## config.mk

```make
export PLATFORM = sky130hd
export DESIGN_NAME = pipe_stage_buf
export DESIGN_NICKNAME = d
export VERILOG_FILES = /design/src/rtl/pipe_stage_buf.sv
export SDC_FILE = /design/constraint.sdc
export NUM_CORES = 1
export LEC_CHECK = 0
export CORE_ASPECT_RATIO = 1.4
export CORE_MARGIN = 3
export CORE_UTILIZATION = 55
export DETAILED_ROUTE_END_ITERATION = 10
export HOLD_SLACK_MARGIN = 0.06
export PLACE_DENSITY = 0.85
export SETUP_SLACK_MARGIN = 0.02
export SLEW_MARGIN = 10
export SYNTH_ARGS = -nofsm -noshare
export SYNTH_HDL_FRONTEND = slang
export SYNTH_SLANG_ARGS = --single-unit
```

## constraint.sdc

```tcl
create_clock -name clk -period 9 [get_ports clk]
set_input_delay 1.8 -clock clk [delete_from_list [all_inputs] [get_ports clk]]
set_output_delay 1.8 -clock clk [all_outputs]
set_load 0.02 [all_outputs]
```

## src/rtl/pipe_stage_buf.sv

```systemverilog
// pipe_stage_buf: generic inter-stage pipeline register with a 2-entry skid
// buffer. out_valid/out_data come straight from the main entry register and
// in_ready is a register, so no combinational ready path crosses stages.
// Optional feature macro: PIPE_STAGE_PERF_EN (saturating perf counters and
// the perf_clr / perf_* ports). With it undefined those ports do not exist.
module pipe_stage_buf #(
  parameter int                 DATA_W    = 64,
  parameter logic [DATA_W-1:0]  RESET_VAL = {DATA_W{1'b0}},
  parameter int                 CNT_W     = 32
) (
  input  logic              clk,
  input  logic              reset,
  input  logic              flush,
  input  logic              in_valid,
  output logic              in_ready,
  input  logic [DATA_W-1:0] in_data,
  output logic              out_valid,
  input  logic              out_ready,
  output logic [DATA_W-1:0] out_data
`ifdef PIPE_STAGE_PERF_EN
  ,
  input  logic              perf_clr,
  output logic [CNT_W-1:0]  perf_xfer,
  output logic [CNT_W-1:0]  perf_stall,
  output logic [CNT_W-1:0]  perf_bubble
`endif
);

  // Elaboration-time sanity on the widths.
  if (DATA_W < 1) begin : g_bad_data_w
    $error("pipe_stage_buf: DATA_W must be at least 1");
  end
  if (CNT_W < 1) begin : g_bad_cnt_w
    $error("pipe_stage_buf: CNT_W must be at least 1");
  end

  // Storage: main entry feeds the output, skid entry catches the one extra
  // beat accepted while downstream stalls.
  logic              main_valid_r;
  logic [DATA_W-1:0] main_data_r;
  logic              skid_valid_r;
  logic [DATA_W-1:0] skid_data_r;
  logic              in_ready_r;

  logic              main_valid_s;
  logic [DATA_W-1:0] main_data_s;
  logic              skid_valid_s;
  logic [DATA_W-1:0] skid_data_s;
  logic              in_ready_s;

  logic              in_fire_s;
  logic              out_fire_s;

  assign in_fire_s  = in_valid & in_ready_r;
  assign out_fire_s = main_valid_r & out_ready;

  assign in_ready  = in_ready_r;
  assign out_valid = main_valid_r;
  assign out_data  = main_data_r;

  // Next-state computation for the EMPTY / ONE / TWO occupancy, flush first.
  always_comb begin
    main_valid_s = main_valid_r;
    main_data_s  = main_data_r;
    skid_valid_s = skid_valid_r;
    skid_data_s  = skid_data_r;
    if (flush) begin
      // Flush wins over a same-cycle in_fire; any out_fire is already taken.
      main_valid_s = 1'b0;
      main_data_s  = RESET_VAL;
      skid_valid_s = 1'b0;
      skid_data_s  = RESET_VAL;
    end else begin
      case ({main_valid_r, skid_valid_r})
        2'b00: begin
          if (in_fire_s) begin
            main_valid_s = 1'b1;
            main_data_s  = in_data;
          end else begin
            main_valid_s = 1'b0;
          end
        end
        2'b10: begin
          if (in_fire_s && out_fire_s) begin
            main_data_s = in_data;
          end else if (in_fire_s) begin
            skid_valid_s = 1'b1;
            skid_data_s  = in_data;
          end else if (out_fire_s) begin
            // Drained: main_data keeps its last value.
            main_valid_s = 1'b0;
          end else begin
            main_valid_s = 1'b1;
          end
        end
        2'b11: begin
          // in_ready is low here, so only the output side can move.
          if (out_fire_s) begin
            main_data_s  = skid_data_r;
            skid_valid_s = 1'b0;
          end else begin
            skid_valid_s = 1'b1;
          end
        end
        default: begin
          // Skid without main is unreachable; recover to EMPTY.
          main_valid_s = 1'b0;
          main_data_s  = RESET_VAL;
          skid_valid_s = 1'b0;
          skid_data_s  = RESET_VAL;
        end
      endcase
    end
    in_ready_s = ~skid_valid_s;
  end

  // State registers with asynchronous reset to the NOP payload.
  always_ff @(posedge clk or posedge reset) begin
    if (reset) begin
      main_valid_r <= 1'b0;
      main_data_r  <= RESET_VAL;
      skid_valid_r <= 1'b0;
      skid_data_r  <= RESET_VAL;
      in_ready_r   <= 1'b1;
    end else begin
      main_valid_r <= main_valid_s;
      main_data_r  <= main_data_s;
      skid_valid_r <= skid_valid_s;
      skid_data_r  <= skid_data_s;
      in_ready_r   <= in_ready_s;
    end
  end

`ifdef PIPE_STAGE_PERF_EN
  logic [CNT_W-1:0] perf_xfer_r;
  logic [CNT_W-1:0] perf_stall_r;
  logic [CNT_W-1:0] perf_bubble_r;

  assign perf_xfer   = perf_xfer_r;
  assign perf_stall  = perf_stall_r;
  assign perf_bubble = perf_bubble_r;

  // Saturating increment: sticks at all-ones instead of wrapping.
  function automatic logic [CNT_W-1:0] sat_inc(input logic [CNT_W-1:0] v);
    if (&v) begin
      return v;
    end else begin
      return v + CNT_W'(1);
    end
  endfunction

  // Performance counters; perf_clr beats a same-cycle increment, flush ignored.
  always_ff @(posedge clk or posedge reset) begin
    if (reset) begin
      perf_xfer_r   <= {CNT_W{1'b0}};
      perf_stall_r  <= {CNT_W{1'b0}};
      perf_bubble_r <= {CNT_W{1'b0}};
    end else if (perf_clr) begin
      perf_xfer_r   <= {CNT_W{1'b0}};
      perf_stall_r  <= {CNT_W{1'b0}};
      perf_bubble_r <= {CNT_W{1'b0}};
    end else begin
      perf_xfer_r   <= out_fire_s ? sat_inc(perf_xfer_r) : perf_xfer_r;
      perf_stall_r  <= (main_valid_r & ~out_ready) ? sat_inc(perf_stall_r) : perf_stall_r;
      perf_bubble_r <= (~main_valid_r) ? sat_inc(perf_bubble_r) : perf_bubble_r;
    end
  end
`endif

endmodule

```

### Yosys cells after proc, flatten, opt, wreduce, memory -nomap -nowiden

Cells that the tools add are included.

| word-level totals | value |
|---|---|
| flip-flop bits (word level) | 131 |
| latch bits | 0 |
| memory bits (writable) | 0 |
| ROM bits | 0 |
| output and inout bits | 66 |
| memories | 0 |

| operators by class | value |
|---|---|
| add/sub/neg operators | 0 |
| multipliers | 0 |
| divide/modulo/power cells | 0 |
| magnitude comparators | 0 |
| equal/unequal tests | 10 |
| shifts and indexed selects | 0 |
| mux-type cells | 18 |
| bitwise logic cells | 3 |
| reduce and logical (&&, ||, !) cells | 6 |

Operators with widths:

| kind | count |
|---|---|
| 64-bit two-way mux | 6 |
| 64-bit one-hot mux with 3 select lines | 1 |
| 64-bit one-hot mux with 2 select lines | 1 |
| 3-bit inequality test, second input constant | 6 |
| 3-bit AND reduction | 3 |
| 1-bit two-way mux | 8 |
| 1-bit one-hot mux with 3 select lines | 2 |
| 2-bit == test, second input constant | 2 |
| 1-bit AND | 2 |
| 2-bit logical NOT | 1 |
| 2-bit by 1-bit inequality test with 1-bit output, second input constant | 1 |
| 2-bit inequality test, second input constant | 1 |
| 2-bit OR reduction | 1 |
| 1-bit logical AND | 1 |
| 1-bit NOT | 1 |

### Depth between registers and ports, before layout

Gate-level depths: netlist (run 1).

| depth | value |
|---|---|
| depth in word-level cells | 6 |
| gate-level depth with buffers | 11 |

### Least setup slack after synthesis (run 1)

Ideal clock, no wire load.

| path | value |
|---|---|
| path kind | in2reg |
| start point | input out_ready |
| end point | register main_data_r[41] (netlist: out_data[41]) |
| library setup time | 0.078 ns |
| arrival time | 2.727 ns |
| data required time | 8.922 ns |
| setup slack | 6.195 ns |
| cell stages on the path | 6 |
| path buffers | 2 |
| cells stage by stage | and2_4 > o21ai_2 > buf_2 > clkbuf_1 > nand2_1 > a21oi_1 |

| between the ends | value |
|---|---|
| longest elaborated chain between the ends | 4 |
| elaborated cells on any way between the ends | 5 |
| those cells by class | 2 x eq/ne; 1 x bitwise; 2 x reduce/logical |

RTL lines:

| item | RTL line | RTL |
|---|---|---|
| start: declaration | 18 | `input logic out_ready,` |
| 1-bit AND (*) | 55 | `assign out_fire_s = main_valid_r & out_ready;` |
| 1-bit logical AND | 84 | `if (in_fire_s && out_fire_s) begin` |
| 3-bit inequality test (no source line) | - |  |
| 3-bit AND reduction (no source line) (*) | - |  |
| end signal: assignment | 127 | `main_data_r <= main_data_s;` |
| end: declaration | 40 | `logic [DATA_W-1:0] main_data_r;` |

Mark *: on every way between the ends. The rest lies on a longest branch, timed or not.
A chain may end at the register's enable or synchronous reset.

### Worst setup path in the final report (run 1)

| path | value |
|---|---|
| start point | register skid_valid_r |
| end point | register main_data_r[21] (netlist: out_data[21]) |

| between the ends | value |
|---|---|
| longest elaborated chain between the ends | 3 |
| elaborated cells on any way between the ends | 9 |
| those cells by class | 5 x eq/ne; 2 x mux; 2 x reduce/logical |

RTL lines:

| item | RTL line | RTL |
|---|---|---|
| start: declaration | 41 | `logic skid_valid_r;` |
| start signal: assignment | 128 | `skid_valid_r <= skid_valid_s;` |
| 2-bit == test or 2-bit logical NOT (tied branches) | 74 | `case ({main_valid_r, skid_valid_r})` |
| 3-bit inequality test (no source line) or 64-bit one-hot mux with 3 select lines (tied branches) | - |  |
| 3-bit AND reduction (no source line) or 64-bit two-way mux (tied branches) | - |  |

Several ways; a longest one is shown, not always the timed one.

==> metrics, run 1 <==
PortBufs=134; GP Congestion=0.818; maximum VDD drop=0.000388 V; largest cells by area after synthesis=dfrtp_1 (51%), a21oi_1 (10%), a22oi_1 (7.5%), nand4_1 (6.3%), or3_1 (6.2%); WP data arrival=between 4000 and 5000 ps; global-route wire length before repair=just under 30000 um; # H-tree levels=4; multi-input logic area=approximately 2700 um^2; hold crit path type=reg -> reg; status=finished, final reports clean; storage element area=between 3000 and 4000 um^2; Remaining Overflow, GRT=0; CP Max Fanout=84; number of synthesis warnings=0; TritonCTS buffer count=17; vias=~6000; initial antenna violation count=0; final setup vio count=0; Post-CTS Hold Fix Bufs=0; most used flip-flop cell after synthesis=dfrtp_1; wirelength, routed=between 15000 and 20000 um; drt drc=0; crit path kind=reg -> reg; FP Rows=45; Syn-to-layout area delta=28.0%; leakage power=roughly 3.3 nW; Final ANT Viol Nets=0; Top Ports=~140; Setup TNS=0 ps; Synth Area per Inst=between 9 and 10 um^2; Post-synth top cells=dfrtp_1 (130), a21oi_1 (128), nand2_1 (68), nand4_1 (64); Switching Fraction=0.427; total core area=between 10000 and 15000 um^2; Net Count, Synth=between 700 and 800; initial drt markers=696; Worst Tran Pin Value=about 1200 ps; Final Cell Area=8110 um^2; minimum clock period=around 4100 ps; drt first pass iters=5; Placed Instance Area=7540 um^2; final worst path period share=0.459; f_max=242 MHz; clk_lat worst skew=about 420 ps; max_slew headroom=0.192; full die area=12900 um^2; Clock Sinks=between 100 and 150; internal power=1.53 mW; RSZ-0062 raised after global routing=no; Mapped Cells=between 600 and 700; register share of total power=0.307; largest net degree at the start of global routing=90; number of max-cap violations=0; switching pwr=1.14 mW; Yosys top cell by area=dfrtp_1; type of origin of the critical path=register; Synth top area share=0.513; Distinct cells, synth=26; worst r2r path cells=8; Reg clk slew, reported paths=roughly 60 ps; Slew Viols, Final=0; DP HPWL=10300 um; Initial Util=0.574; Comb pwr share=0.446; Post-synth EDFFs=0; vias in the first global route=roughly 6000; DIE WIDTH=around 97 um; FILL cells=845; share of layout cells above drive strength 1=0.0681; clock buffer depth=2; mapped cell area=6340 um^2; CTS tree=built; top-count cell post-synth=dfrtp_1; total track usage=0.282; skew final=7.96 ps; FF+latch count, synth=around 130; Resized cells post-CTS=0; Die H=approximately 130 um; Crit path required time=9250 ps; diode count=0; Crit. End Element=register; nets=around 840; sequential-to-total area share from yosys stat=0.518; ys async rst share=1.00; CTS root buffer=clkbuf_16; Final Hold Fails=0; WL/cell=19.9 um; via/cell ratio=~6.6; Post-CTS Setup Bufs=0; Clk pwr share=0.247; cell area power density=~330 nW/um^2; Hold Path Stages=2
registers in the layout (all words and copies together) (netlist names):
| name | count |
|---|---|
| out_data | 64 |
| skid_data_r | 64 |
| in_ready | 1 |
| out_valid | 1 |
| skid_valid_r | 1 |
power by group through the flow:
| stage | Sequential [mW] | Clock, mW | Combinational (mW) |
|---|---|---|---|
| floorplan | 0.932 | 0 | 0.703 |
| CTS | 0.820 | 0.667 | 1.18 |
| global route | 0.835 | 0.694 | 1.28 |
| detailed placement | 0.826 | 0 | 1.17 |
| global placement | 0.823 | 0 | 1.14 |
| finish | 0.822 | 0.661 | 1.19 |
cell usage in the layout, fill, tap and decap left out, types with 2 or more instances in the layout:
cell / synthesis / routed
a21oi_1: 128 / 128
clkinv_4: 0 / 3
inv_2: 1 / 2
o21ai_1: 60 / 60
nand4_1: 64 / 64
or3_1: 63 / 63
clkdlybuf4s50_1: 0 / 133
o21ai_0: 7 / 7
inv_1: 3 / 2
ha_2: 0 / 4
buf_4: 6 / 9
dfrtp_1: 130 / 130
bufinv_16: 0 / 2
clkbuf_16: 0 / 17
nor2_1: 3 / 3
clkinv_2: 0 / 5
o21ai_4: 0 / 2
nand2_1: 68 / 68
a22oi_1: 63 / 63
clkinvlp_4: 0 / 4
through the flow:
step	worst slack, ps	power, mW	hold WS, ps	utilization	std cells
finish	4870	2.68	520	0.735	919
global route	4590	2.81	543	0.735	919
CTS	4960	2.67	523	0.735	919
detailed placement	4640	2.00	515	0.683	888
global placement	4740	1.96	508	0.683	888
floorplan	3700	1.63	514	-	686
logic make-up (layout without fill, tap and decap cells):
logic type,count (synthesis),in the layout,synth area share
compound gates,266,266,0.240
fa+ha+maj,4,4,0.00790
buf+inv,86,178,0.0658
flops,131,131,0.518
simple gates,199,199,0.169
layer usage:
layer / track usage / wire length, um / vias to the layer above
met5: 0 / 0 / -
met4: 0.106 / 568 / 0
met3: 0.0617 / 1390 / 60
met2: 0.472 / 9390 / 347
met1: 0.360 / 6950 / 2942
li1: - / - / 2694
critical path, cell delays in order (launching register included):
cell	delay, ps
dfrtp_1	420
inv_2	880
ha_2	390
buf_4	670
o2bb2ai_2	140
o21ai_4	390
buf_4	730
or3_1	220
a21oi_1	70
final cells by class:
cell class              count  share of cell area
multi-input cells         469               0.329
well taps                 141              0.0218
inverters                   5             0.00262
clock buffers              17              0.0525
repair buffers            142               0.173
clock inverters            14              0.0174
flip-flops and latches    131               0.404
worst paths after layout:
path | endpoint | slack [ps] | from
worst max-delay path | out_data[21] | 4870 | skid_valid_r
worst min-delay path | out_data[8] | 520 | out_data[8]
worst max register to register | out_data[21] | 4870 | skid_valid_r
worst min register to register | out_data[8] | 520 | out_data[8]
max in group asynchronous | out_data[54] | 5710 | reset
min in group asynchronous | skid_data_r[36] | 1820 | reset
Power figures use the tool's default switching activity.
==> run 2: changes to the inputs <==
--- a/config.mk
+++ b/config.mk
@@ -7,10 +7,10 @@
 export LEC_CHECK = 0
 export CORE_ASPECT_RATIO = 1.4
 export CORE_MARGIN = 3
-export CORE_UTILIZATION = 55
+export CORE_UTILIZATION = 46
 export DETAILED_ROUTE_END_ITERATION = 10
 export HOLD_SLACK_MARGIN = 0.06
-export PLACE_DENSITY = 0.85
+export PLACE_DENSITY = 0.76
 export SETUP_SLACK_MARGIN = 0.02
 export SLEW_MARGIN = 10
 export SYNTH_ARGS = -nofsm -noshare
==> constraint.sdc (replaced) <==
create_clock -name clk -period 3.3 [get_ports clk]
set_input_delay 0.66 -clock clk [delete_from_list [all_inputs] [get_ports clk]]
set_output_delay 0.66 -clock clk [all_outputs]
set_load 0.02 [all_outputs]
==> run 2 against run 1 <==
Sequential share of layout area shrank 0.98 points. Clock skew shrank 1.5 ps. Setup slack lost 4000 ps. Global-route usage shrank 4.6 points. Sequential power grew to 2.7 times the previous value. Die area grew 18%. First-iteration DRC count shrank 17%. Clock power grew to 3.0 times the previous value. Routed wire length grew 0.62%. Worst hold slack lost 2.0 ps. Critical endpoint unchanged. Largest cell class unchanged. Largest power group unchanged. Highest routed layer unchanged.
==> metrics, run 2 (synthesized netlist as in run 1, its figures left out) <==
status=finished, final reports clean; global-route wire length before repair=between 20000 and 30000 um; CTS tree=built; crit path kind=reg -> reg; max_slew headroom=0.271; number of max-cap violations=0; hold crit path type=reg -> reg; worst hold slack=between 500 and 600 ps; Finished Layout Cells=965; Clock Sinks=131; Final Hold Fails=0; FILL cells=roughly 1100; final worst path period share=0.749; total core area=13500 um^2; clk_lat worst skew=between 400 and 500 ps; initial drt markers=577; WP data arrival=about 2800 ps; Remaining Overflow, GRT=0; leakage power=about 3.4 nW; diode count=0; clock buffer depth=2; Setup TNS=0 ps; Reg clk slew, reported paths=roughly 60 ps; minimum clock period=around 2500 ps; Crit. End Element=register; Syn-to-layout area delta=31.2%; vias in the first global route=about 5700; Resized cells post-CTS=0; share of layout cells above drive strength 1=0.0702; dpl cells=933; final setup vio count=0; most common cell after layout, fill and taps aside=clkdlybuf4s50_1; Worst Tran Pin Value=1090 ps; Final Util=0.618; Final ANT Viol Nets=0; total track usage=0.236; storage element area=~3300 um^2; Slew Viols, Final=0; Post-CTS Setup Bufs=0; Top Ports=around 140; CP Max Fanout=38; Die H=145 um; vias=around 6000; Placed Instance Area=roughly 7700 um^2; CTS root buffer=clkbuf_16; WL/cell=between 15 and 20 um; full die area=around 15000 um^2; Initial Util=0.471; GP Congestion=a little over 0.8; via/cell ratio=roughly 6; Hold Path Stages=2; Final Cell Area=just over 8000 um^2; TritonCTS buffer count=17; commonest cells after routing, fill and taps aside=clkdlybuf4s50_1 (133), dfrtp_1 (130), a21oi_1 (128); initial antenna violation count=0; cell area power density=about 900 nW/um^2; # H-tree levels=4; final worst setup slack=830 ps; DIE WIDTH=about 110 um; Post-CTS Hold Fix Bufs=0; drt drc=0; skew final=roughly 6.5 ps; DP HPWL=10900 um; drt first pass iters=5; nets=843; f_max=a little over 400 MHz; worst r2r path cells=5; wirelength, routed=about 18000 um; multi-input logic area=about 2700 um^2; dpl ws=between 400 and 500 ps; PortBufs=approximately 130; largest net degree at the start of global routing=102; total power=7.53 mW; type of origin of the critical path=register; maximum VDD drop=between 0.001 and 0.0015 V; RSZ-0062 raised after global routing=no; Crit path required time=about 3600 ps; FP Rows=50
## run 2: changes by cell type in the layout (fill, tap and decap cells not counted), sizes merged
cell / before / now
clkbuf: 17 / 23
clkinv: 8 / 4
clkinvlp: 4 / 2
buf: 9 / 13
inv: 5 / 4
bufinv: 2 / 4
## run 2: worst paths after layout
check,start,to,slack (ps)
max,out_valid,out_data[21],830
min,out_data[5],out_data[5],520
max reg2reg,out_valid,out_data[21],830
min reg2reg,out_data[5],out_data[5],520
max in group asynchronous,reset,in_ready,1780
min in group asynchronous,reset,out_data[54],740
## run 2: layer usage
metal / vias up / share of wire / track usage
met2: 329 / 0.52 / 0.402
met5: - / 0 / 0
li1: 2703 / - / -
met3: 43 / 0.072 / 0.0515
met1: 2889 / 0.38 / 0.290
met4: 0 / 0.031 / 0.104
## run 2: worst max-delay path: stages, from the launching register on
cell     delay [ps]
dfrtp_1         480
ha_2            640
buf_4           500
a22oi_1         170
or3_1           360
a21oi_1         200
## run 2: area by class of cell
cell class                      count  share of cell area
Clock buffer                       23              0.0575
Inverter                            5             0.00271
Clock inverter                      9              0.0182
Tap cell                          182              0.0274
Sequential cell                   131               0.395
Multi-Input combinational cell    469               0.322
Timing Repair Buffer              146               0.178
## run 2: power by group
part / internal [mW] / switching, mW
sequential: 1.99 / 0.234
combinational: 1.15 / 2.15
clock: 1.32 / 0.685
==> run 3: changes to the inputs <==
--- a/config.mk
+++ b/config.mk
@@ -7,10 +7,10 @@
 export LEC_CHECK = 0
 export CORE_ASPECT_RATIO = 1.4
 export CORE_MARGIN = 3
-export CORE_UTILIZATION = 46
+export CORE_UTILIZATION = 51
 export DETAILED_ROUTE_END_ITERATION = 10
 export HOLD_SLACK_MARGIN = 0.06
-export PLACE_DENSITY = 0.76
+export PLACE_DENSITY = 0.8
 export SETUP_SLACK_MARGIN = 0.02
 export SLEW_MARGIN = 10
 export SYNTH_ARGS = -nofsm -noshare
==> constraint.sdc (replaced) <==
create_clock -name clk -period 2.4 [get_ports clk]
set_input_delay 0.48 -clock clk [delete_from_list [all_inputs] [get_ports clk]]
set_output_delay 0.48 -clock clk [all_outputs]
set_load 0.02 [all_outputs]
==> run 3 against run 2 <==
Register-to-register slack lost 510 ps. Die area down 9.3%. Utilization grew 7.8 points. Via count rose by 2.1%. Routed wire length about the same. Global-route usage rose by 3.6 points. Setup slack worse by 540 ps. Critical path depth fell by 4. Worst hold slack got worse by 130 ps. Clock power increased by 42%.
==> metrics, run 3 (synthesized netlist as in run 1, its figures left out) <==
Syn-to-layout area delta=31.7%; vias=about 6100; type of origin of the critical path=register; clk_lat worst skew=just over 400 ps; global-route wire length before repair=29900 um; minimum clock period=about 2100 ps; CP startpoint=in_ready; Die H=between 100 and 150 um; Slew Viols, Final=0; share of layout cells above drive strength 1=0.0821; final worst setup slack=approximately 290 ps; Placed Instance Area=between 7000 and 8000 um^2; leakage power=about 3.4 nW; drt first pass iters=5; skew final=7.24 ps; via/cell ratio=6.49; Finished Layout Cells=around 940; vias in the first global route=around 6000; total power=approximately 11 mW; status=finished, final reports clean; initial antenna violation count=0; full die area=roughly 14000 um^2; PortBufs=approximately 130; family with the most delay on the worst path=buffers and inverters; worst r2r path cells=5; slowest stage cell, crit path=clkdlybuf4s50_1; max incr delay on CP=640 ps; Initial Util=0.528; max_slew headroom=0.524; Worst Tran Pin Value=about 700 ps; worst r2r src=out_valid; WP buf/inv=1; dpl ws=around 200 ps; GP Congestion=between 0.8 and 0.9; number of max-cap violations=0; commonest cells after routing, fill and taps aside=clkdlybuf4s50_1 (133), dfrtp_1 (130), a21oi_1 (128); crit path kind=reg -> out; FP Rows=47; Post-CTS Hold Fix Bufs=0; initial drt markers=between 600 and 700; total core area=12000 um^2; diode count=0; WL/cell=between 15 and 20 um; maximum VDD drop=approximately 0.00097 V; most common cell after layout, fill and taps aside=clkdlybuf4s50_1; cell area power density=1260 nW/um^2; Crit path required time=between 1500 and 2000 ps; Final Util=0.696; RSZ-0062 raised after global routing=no; Clock Sinks=131; FILL cells=slightly above 900; WP data arrival=~1600 ps; clock buffer depth=2; DP HPWL=between 10000 and 15000 um; storage element area=around 3300 um^2; nets=around 850; TritonCTS buffer count=17; worst r2r dst=out_data[63]; final worst path period share=0.880; largest net degree at the start of global routing=85; DIE WIDTH=100 um; worst path cell trace=clkdlybuf4s50_1; CP Max Fanout=5; multi-input logic area=about 2700 um^2; wirelength, routed=roughly 18000 um; Reg clk slew, reported paths=50 ps; Remaining Overflow, GRT=0; worst hold slack=392 ps; CTS root buffer=clkbuf_16; Final ANT Viol Nets=0; Top Ports=~140; f_max=~470 MHz; Final Cell Area=around 8300 um^2; Final Hold Fails=0; Crit. End Element=output pin; reg-to-reg slack, setup=around 320 ps; final setup vio count=0; CTS tree=built; Setup TNS=0 ps; total track usage=0.272; # H-tree levels=4; drt drc=0; hold crit path type=in -> async; dpl cells=908
[run 3: cell types whose count changed in the layout (fill, tap and decap cells not counted), sizes merged]
cell	change
clkbuf	-1
clkinv	-1
buf	+10
bufinv	+1
[run 3: how the worst max path moves through the flow]
stage	endpoint	slack [ps]	cells after the start
final	in_ready	290	1
after detailed placement	skid_data_r[16]	200	5
after floorplan	out_data[0]	300	1
after CTS	skid_data_r[16]	180	5
after global routing	out_data[63]	180	5
after global placement	skid_data_r[18]	300	5
[run 3: final cells by class]
type,count,area share
Inverter,5,0.00300
Clock buffer,22,0.0568
Multi-Input combinational cell,469,0.319
Clock inverter,9,0.0211
Tap cell,147,0.0220
Sequential cell,131,0.393
Timing Repair Buffer,156,0.185
[run 3: power breakdown]
part	leakage, nW	internal, mW	switching, mW
Combinational	1.34	1.64	2.98
Sequential	1.79	2.74	0.343
Clock	0.316	1.92	0.934
[run 3: timing repair]
item,in CTS,in global routing
resized for setup,0,2
endpoints found under the setup margin,0,4
buffers inserted,0,0
[run 3: metal layers]
| layer | global-route usage | vias to the layer above | part of all wire |
|---|---|---|---|
| met5 | 0 | - | 0 |
| met3 | 0.0559 | 57 | 0.082 |
| met2 | 0.441 | 338 | 0.50 |
| met1 | 0.351 | 2968 | 0.38 |
| li1 | - | 2727 | - |
| met4 | 0.124 | 0 | 0.036 |
==> patch 1 (flow settings as in run 2) <==
Change the parameter `DATA_W` from 64 to 60.
--- a/src/rtl/pipe_stage_buf.sv
+++ b/src/rtl/pipe_stage_buf.sv
@@ -4,7 +4,7 @@
 // Optional feature macro: PIPE_STAGE_PERF_EN (saturating perf counters and
 // the perf_clr / perf_* ports). With it undefined those ports do not exist.
 module pipe_stage_buf #(
-  parameter int                 DATA_W    = 64,
+  parameter int                 DATA_W    = 60,
   parameter logic [DATA_W-1:0]  RESET_VAL = {DATA_W{1'b0}},
   parameter int                 CNT_W     = 32
 ) (
Ports: changed (resized in_data and out_data); port bits go from 135 to 127. No check against the original RTL was run, so the function may have changed too.
==> patch 1 against run 2 <==
Final area decreased by 5.5%. Critical endpoint is now skid_data_r[20]. Sequential cell count decreased by 8. Worst setup slack improved by 0.0028 ns. Largest power group unchanged. Global-route usage increased by 1.2 points. Wire length decreased by 6.2%. Total power decreased by 4.9%. Fmax increased by 0.11%. Highest routed layer unchanged. Area after synthesis decreased by 6.5%.
==> patch 1: results (changes against run 2) <==
route:
  drt-pass1-iter-count: 5  # unchanged
  via_per_inst: 6.286  # +1.7%
  wl_met3_um: 1019  # -23%
  drtIter0Drc: 437  # -24%
  dr.max_layer_used: "met4"
  wire_per_inst_um: 19.36  # +1.5%
  met2WireLength_um: 9374  # -2.3%
  wl_met1_um: 6466  # -6.5%
critical_path:
  cp_max_fo: 27  # -29%
  arrival_ns: 2.71  # -0.08 ns
  r2r-start: "out_valid"
  r2r_setup_slack_ns: 0.83  # about the same
  setup.worst_path.end: "skid_data_r[20]"
  r2r_cells: 6  # +1
  worstSetupStartpointType: "flop"
synthesis:
  async_reset_ff_share_pct: 100.0  # unchanged
  synth-seq-area-share_pct: 51.97  # +0.22 points
  synthFlopType: "dfrtp_1"
  synth_commonest_cells: "dfrtp_1, a21oi_1, nand2_1"
  yosys.area.top_type_share_pct: 51.53  # +0.19 points
  yosys.area_share.adder_pct: 0.8448  # +0.055 points
  yosysWarnings: 0  # unchanged
  synth_compound_area_share_pct: 24.03  # +0.041 points
  yosys.cell_types.count: 25  # -3.8%
  syn-num-nets: 716  # -5.7%
  synth_mux_area_share_pct: 0  # unchanged
  synthTopCellsByArea: "dfrtp_1, a21oi_1, a22oi_1"
  yosys.area_share.xor_xnor_pct: 0  # unchanged
clocking:
  cts_buffers: 17  # unchanged
  post_cts_resized: 0  # unchanged
  cts_setup_buffers: 0  # unchanged
  htreeDepth: 4  # unchanged
  clkLatencyLatePin_ns: 0.41  # about the same
  cts-root-buf: "clkbuf_16"
  clock_path_buffers: 2  # unchanged
  cts.clk_slew.worst_paths_ns: 0.05
power:
  vdd_drop_max_uv: 778.1  # -40%
  p_leak_nw: 3.223  # -4.9%
cells_and_area:
  fin_nets: 799  # -5.2%
  diodes: 0  # unchanged
  fillerInstances: 1044  # -6.6%
  layout-drive-gt1-share_pct: 7.547  # +0.52 points
global_route:
  grt_pass1_wl_um: 28150  # -2.9%
  grt_max_degree: 75  # -26%
  antenna_found_initial: 0  # unchanged
  gr-usage-all-layers_pct: 24.85  # +1.2 points
place:
  dpl.hpwl_um: 10660  # -2.2%
  io_buffers: 126  # -6.0%
  gp_congestion: 0.8222  # +2.1%
worst_hold_path:
  hold_class: "flop to flop"
  hp-start: "out_data[58]"
sta:
  relSlewSlack_pct: 33.24  # +6.2 points
  finalClockSkew_ns: 0.008320  # +0.001870 ns
run:
  max_cap_viol_count: 0  # unchanged
outcome:
  status: "complete, no violations"
[patch 1: cell types whose count changed in the layout (fill, tap and decap cells not counted), sizes merged, moves of 4 or more]
cell / change
nand2: -4
o21ai: -4
dfrtp: -8
clkdlybuf4s50: -8
nand4: -4
a21oi: -8
or3: -4
buf: +4
a22oi: -4
[patch 1: critical path, cell delays in order, from the launching register on]
cell	delay (ns)
dfrtp_1	0.49
inv_1	0.12
ha_2	0.34
clkinv_1	0.58
buf_4	0.46
o21ai_0	0.22
a21oi_1	0.10
[patch 1: cell families (layout without fill, tap and decap cells)]
group	Yosys count	in the layout
simple gates	187	187
flops	123	123
compound gates	250	250
fa+ha+maj	4	4
buf+inv	83	178
[patch 1: how the worst min path moves through the flow]
stage | endpoint | slack [ns] | cells after the start
floorplan | skid_data_r[58] | 0.51 | 2
global placement | out_data[3] | 0.51 | 2
detailed placement | out_data[58] | 0.52 | 2
CTS | out_data[58] | 0.52 | 2
global route | out_data[56] | 0.54 | 2
finish | out_data[58] | 0.52 | 2
[patch 1: cell type report]
| class | instances | area (µm²) | area share, % |
|---|---|---|---|
| Sequential cell | 123 | 3079 | 39.19 |
| Tap cell | 150 | 187.7 | 2.389 |
| Timing Repair Buffer | 142 | 1441 | 18.34 |
| Inverter | 5 | 22.52 | 0.2866 |
| Clock buffer | 24 | 481.7 | 6.131 |
| Multi-Input combinational cell | 441 | 2507 | 31.91 |
| Clock inverter | 7 | 137.6 | 1.752 |
[patch 1: where the power goes]
part	total, W	internal (W)	switching (W)
logic	0.00312	0.00114	0.00198
clock network	0.00195	0.00132	0.000634
registers	0.00209	0.00187	0.000220
total	0.00716	0.00432	0.00284
[patch 1: metrics by stage]
stage               setup slack [ns]  util, %  hold WS [ns]  cell area (µm²)  instances
finish                        0.8325    62.90        0.5200             7858        892
global route                  0.6489    62.90        0.5424             7858        892
CTS                           0.8276    62.90        0.5226             7858        892
detailed placement            0.8186    57.94        0.5152             7238        861
global placement              0.9036    57.94        0.5084             7238        861
floorplan                      1.130        -        0.5133             5928        647
[patch 1: layer usage]
layer | global-route usage, % | up-vias
li1 | - | 2547
met1 | 30.20 | 2788
met2 | 43.14 | 241
met3 | 4.733 | 31
met4 | 9.468 | 0
met5 | 0 | -
==> patch 2 (config.mk and constraints of run 2) <==
Without the edit above. Build with the macro `PIPE_STAGE_PERF_EN` defined.
--- a/src/rtl/pipe_stage_buf.sv
+++ b/src/rtl/pipe_stage_buf.sv
@@ -3,6 +3,8 @@
 // in_ready is a register, so no combinational ready path crosses stages.
 // Optional feature macro: PIPE_STAGE_PERF_EN (saturating perf counters and
 // the perf_clr / perf_* ports). With it undefined those ports do not exist.
+`define PIPE_STAGE_PERF_EN
+
 module pipe_stage_buf #(
   parameter int                 DATA_W    = 64,
   parameter logic [DATA_W-1:0]  RESET_VAL = {DATA_W{1'b0}},
Interface: changed (added perf_bubble, perf_clr, perf_stall and perf_xfer); port bits go from 135 to 232. The function was not compared with the original's and may differ.
==> patch 2 against run 2 <==
Clock skew is 0.0052 ns higher. Critical path type is now flop to primary output. Critical endpoint is now out_valid. Count of clock-buffer cells in the layout is 3 higher. Final area up 72%. Sequential cell count is 96 higher. Wire length up 68%. Hold slack lost 0.044 ns. Worst setup slack got worse by 0.24 ns. Total power hardly changed. Area after synthesis rose by 69%. Synthesized cell count is 53% higher. Sequential power increased by 44%. Fmax down 8.8%. Largest power group is now registers.
==> patch 2: results (changes against run 2) <==
critical_path:
  cp_slowest_cell: "dfrtp_1"
  crit_family: "flip-flops"
  cp_slowest_stage_delay_ns: 0.78  # +0.14 ns
  r2r-start: "perf_xfer[18]"
  arrival_ns: 2.05  # -0.74 ns
sta:
  finalClockSkew_ns: 0.01162  # +0.005169 ns
  relSlewSlack_pct: 47.42  # +20 points
clocking:
  htreeDepth: 1  # -3
  clock_path_buffers: 3  # +1
  clkLatencyLatePin_ns: 0.51  # +0.10 ns
synthesis:
  synth_commonest_cells: "dfrtp_1, nand2_1, o31ai_1"
  yosys.cell_types.count: 53  # +100%
  synthTopCellsByArea: "dfrtp_1, o31ai_1, a22o_1"
  syn_inst: 1053  # +53%
  synth-seq-area-share_pct: 52.92  # +1.2 points
cells_and_area:
  fin_nets: 1340  # +59%
  layout-drive-gt1-share_pct: 7.819  # +0.79 points
place:
  gp_congestion: 0.8675  # +7.7%
  placed_area_um2: 13520  # +76%
  post-place-ws_ns: 0.4857  # +0.05246 ns
  dpl.hpwl_um: 20660  # +90%
  dp_cells: 1539  # +65%
  io_buffers: 231  # +72%
outcome:
  status: "complete, no violations"
power:
  p_leak_nw: 5.685  # +68%
  vdd_drop_max_uv: 367.8  # -72%
route:
  drtIter0Drc: 566  # -1.9%
  vias: 9533  # +60%
global_route:
  antenna_found_initial: 3  # +3
  grt_max_degree: 67  # -34%
  gr-usage-all-layers_pct: 23.69  # +0.080 points
[patch 2: per-stage QoR]
step	util, %	TNS [ns]
final	62.65	0
after global routing	62.65	0
after CTS	62.59	0
after detailed placement	59.35	0
after global placement	59.35	0
after floorplan	-	-73.49
[patch 2: cells by family after synthesis]
logic type,synth area share [%]
adders and majority gates,0.8157
AOI/OAI and AO/OA,21.98
and+or+nand+nor,17.20
DFF,52.92
xor gates and xnor gates,2.366
muxes,1.235
buffers and inverters,3.484
[patch 2: tightest hold or removal path, stage by stage (launching register included)]
cell and delay (ns):
dfrtp_1 0.34, nand2_1 0.05, o31ai_1 0.05
[patch 2: final timing paths]
kind	endpoint	slack [ns]	cells after the start
worst max-delay path	out_valid	0.59	1
worst min-delay path	out_data[51]	0.47	2
worst max register to register	perf_xfer[31]	0.63	5
worst min register to register	out_data[51]	0.47	2
max in group asynchronous	skid_data_r[29]	1.90	3
min in group asynchronous	skid_data_r[51]	0.60	2
[patch 2: cell type report]
class | count | area [µm²]
Fill cell | 1918 | 8504
Timing Repair Buffer | 263 | 2660
Tap cell | 301 | 376.6
Inverter | 20 | 78.83
Sequential cell | 227 | 5682
Antenna cell | 3 | 7.507
Multi-Input combinational cell | 728 | 4726
Clock buffer | 26 | 596.8
Clock inverter | 15 | 140.1
[patch 2: power groups by stage]
stage / clock [W] / combinational (W) / sequential (W)
2_1_floorplan: 0 / 0.000672 / 0.00346
3_3_place_gp: 0 / 0.00173 / 0.00324
3_5_place_dp: 0 / 0.00176 / 0.00325
4_1_cts: 0.00265 / 0.00176 / 0.00320
5_1_grt: 0.00276 / 0.00188 / 0.00322
6_report: 0.00259 / 0.00175 / 0.00320
[patch 2: per-layer routing]
metal | global-route usage, % | part of all wire (%) | up-vias
met4 | 8.844 | 3.7 | 0
li1 | - | - | 4412
met3 | 3.776 | 6.0 | 67
met1 | 31.02 | 40 | 4723
met5 | 0 | 0 | -
met2 | 39.57 | 50 | 331
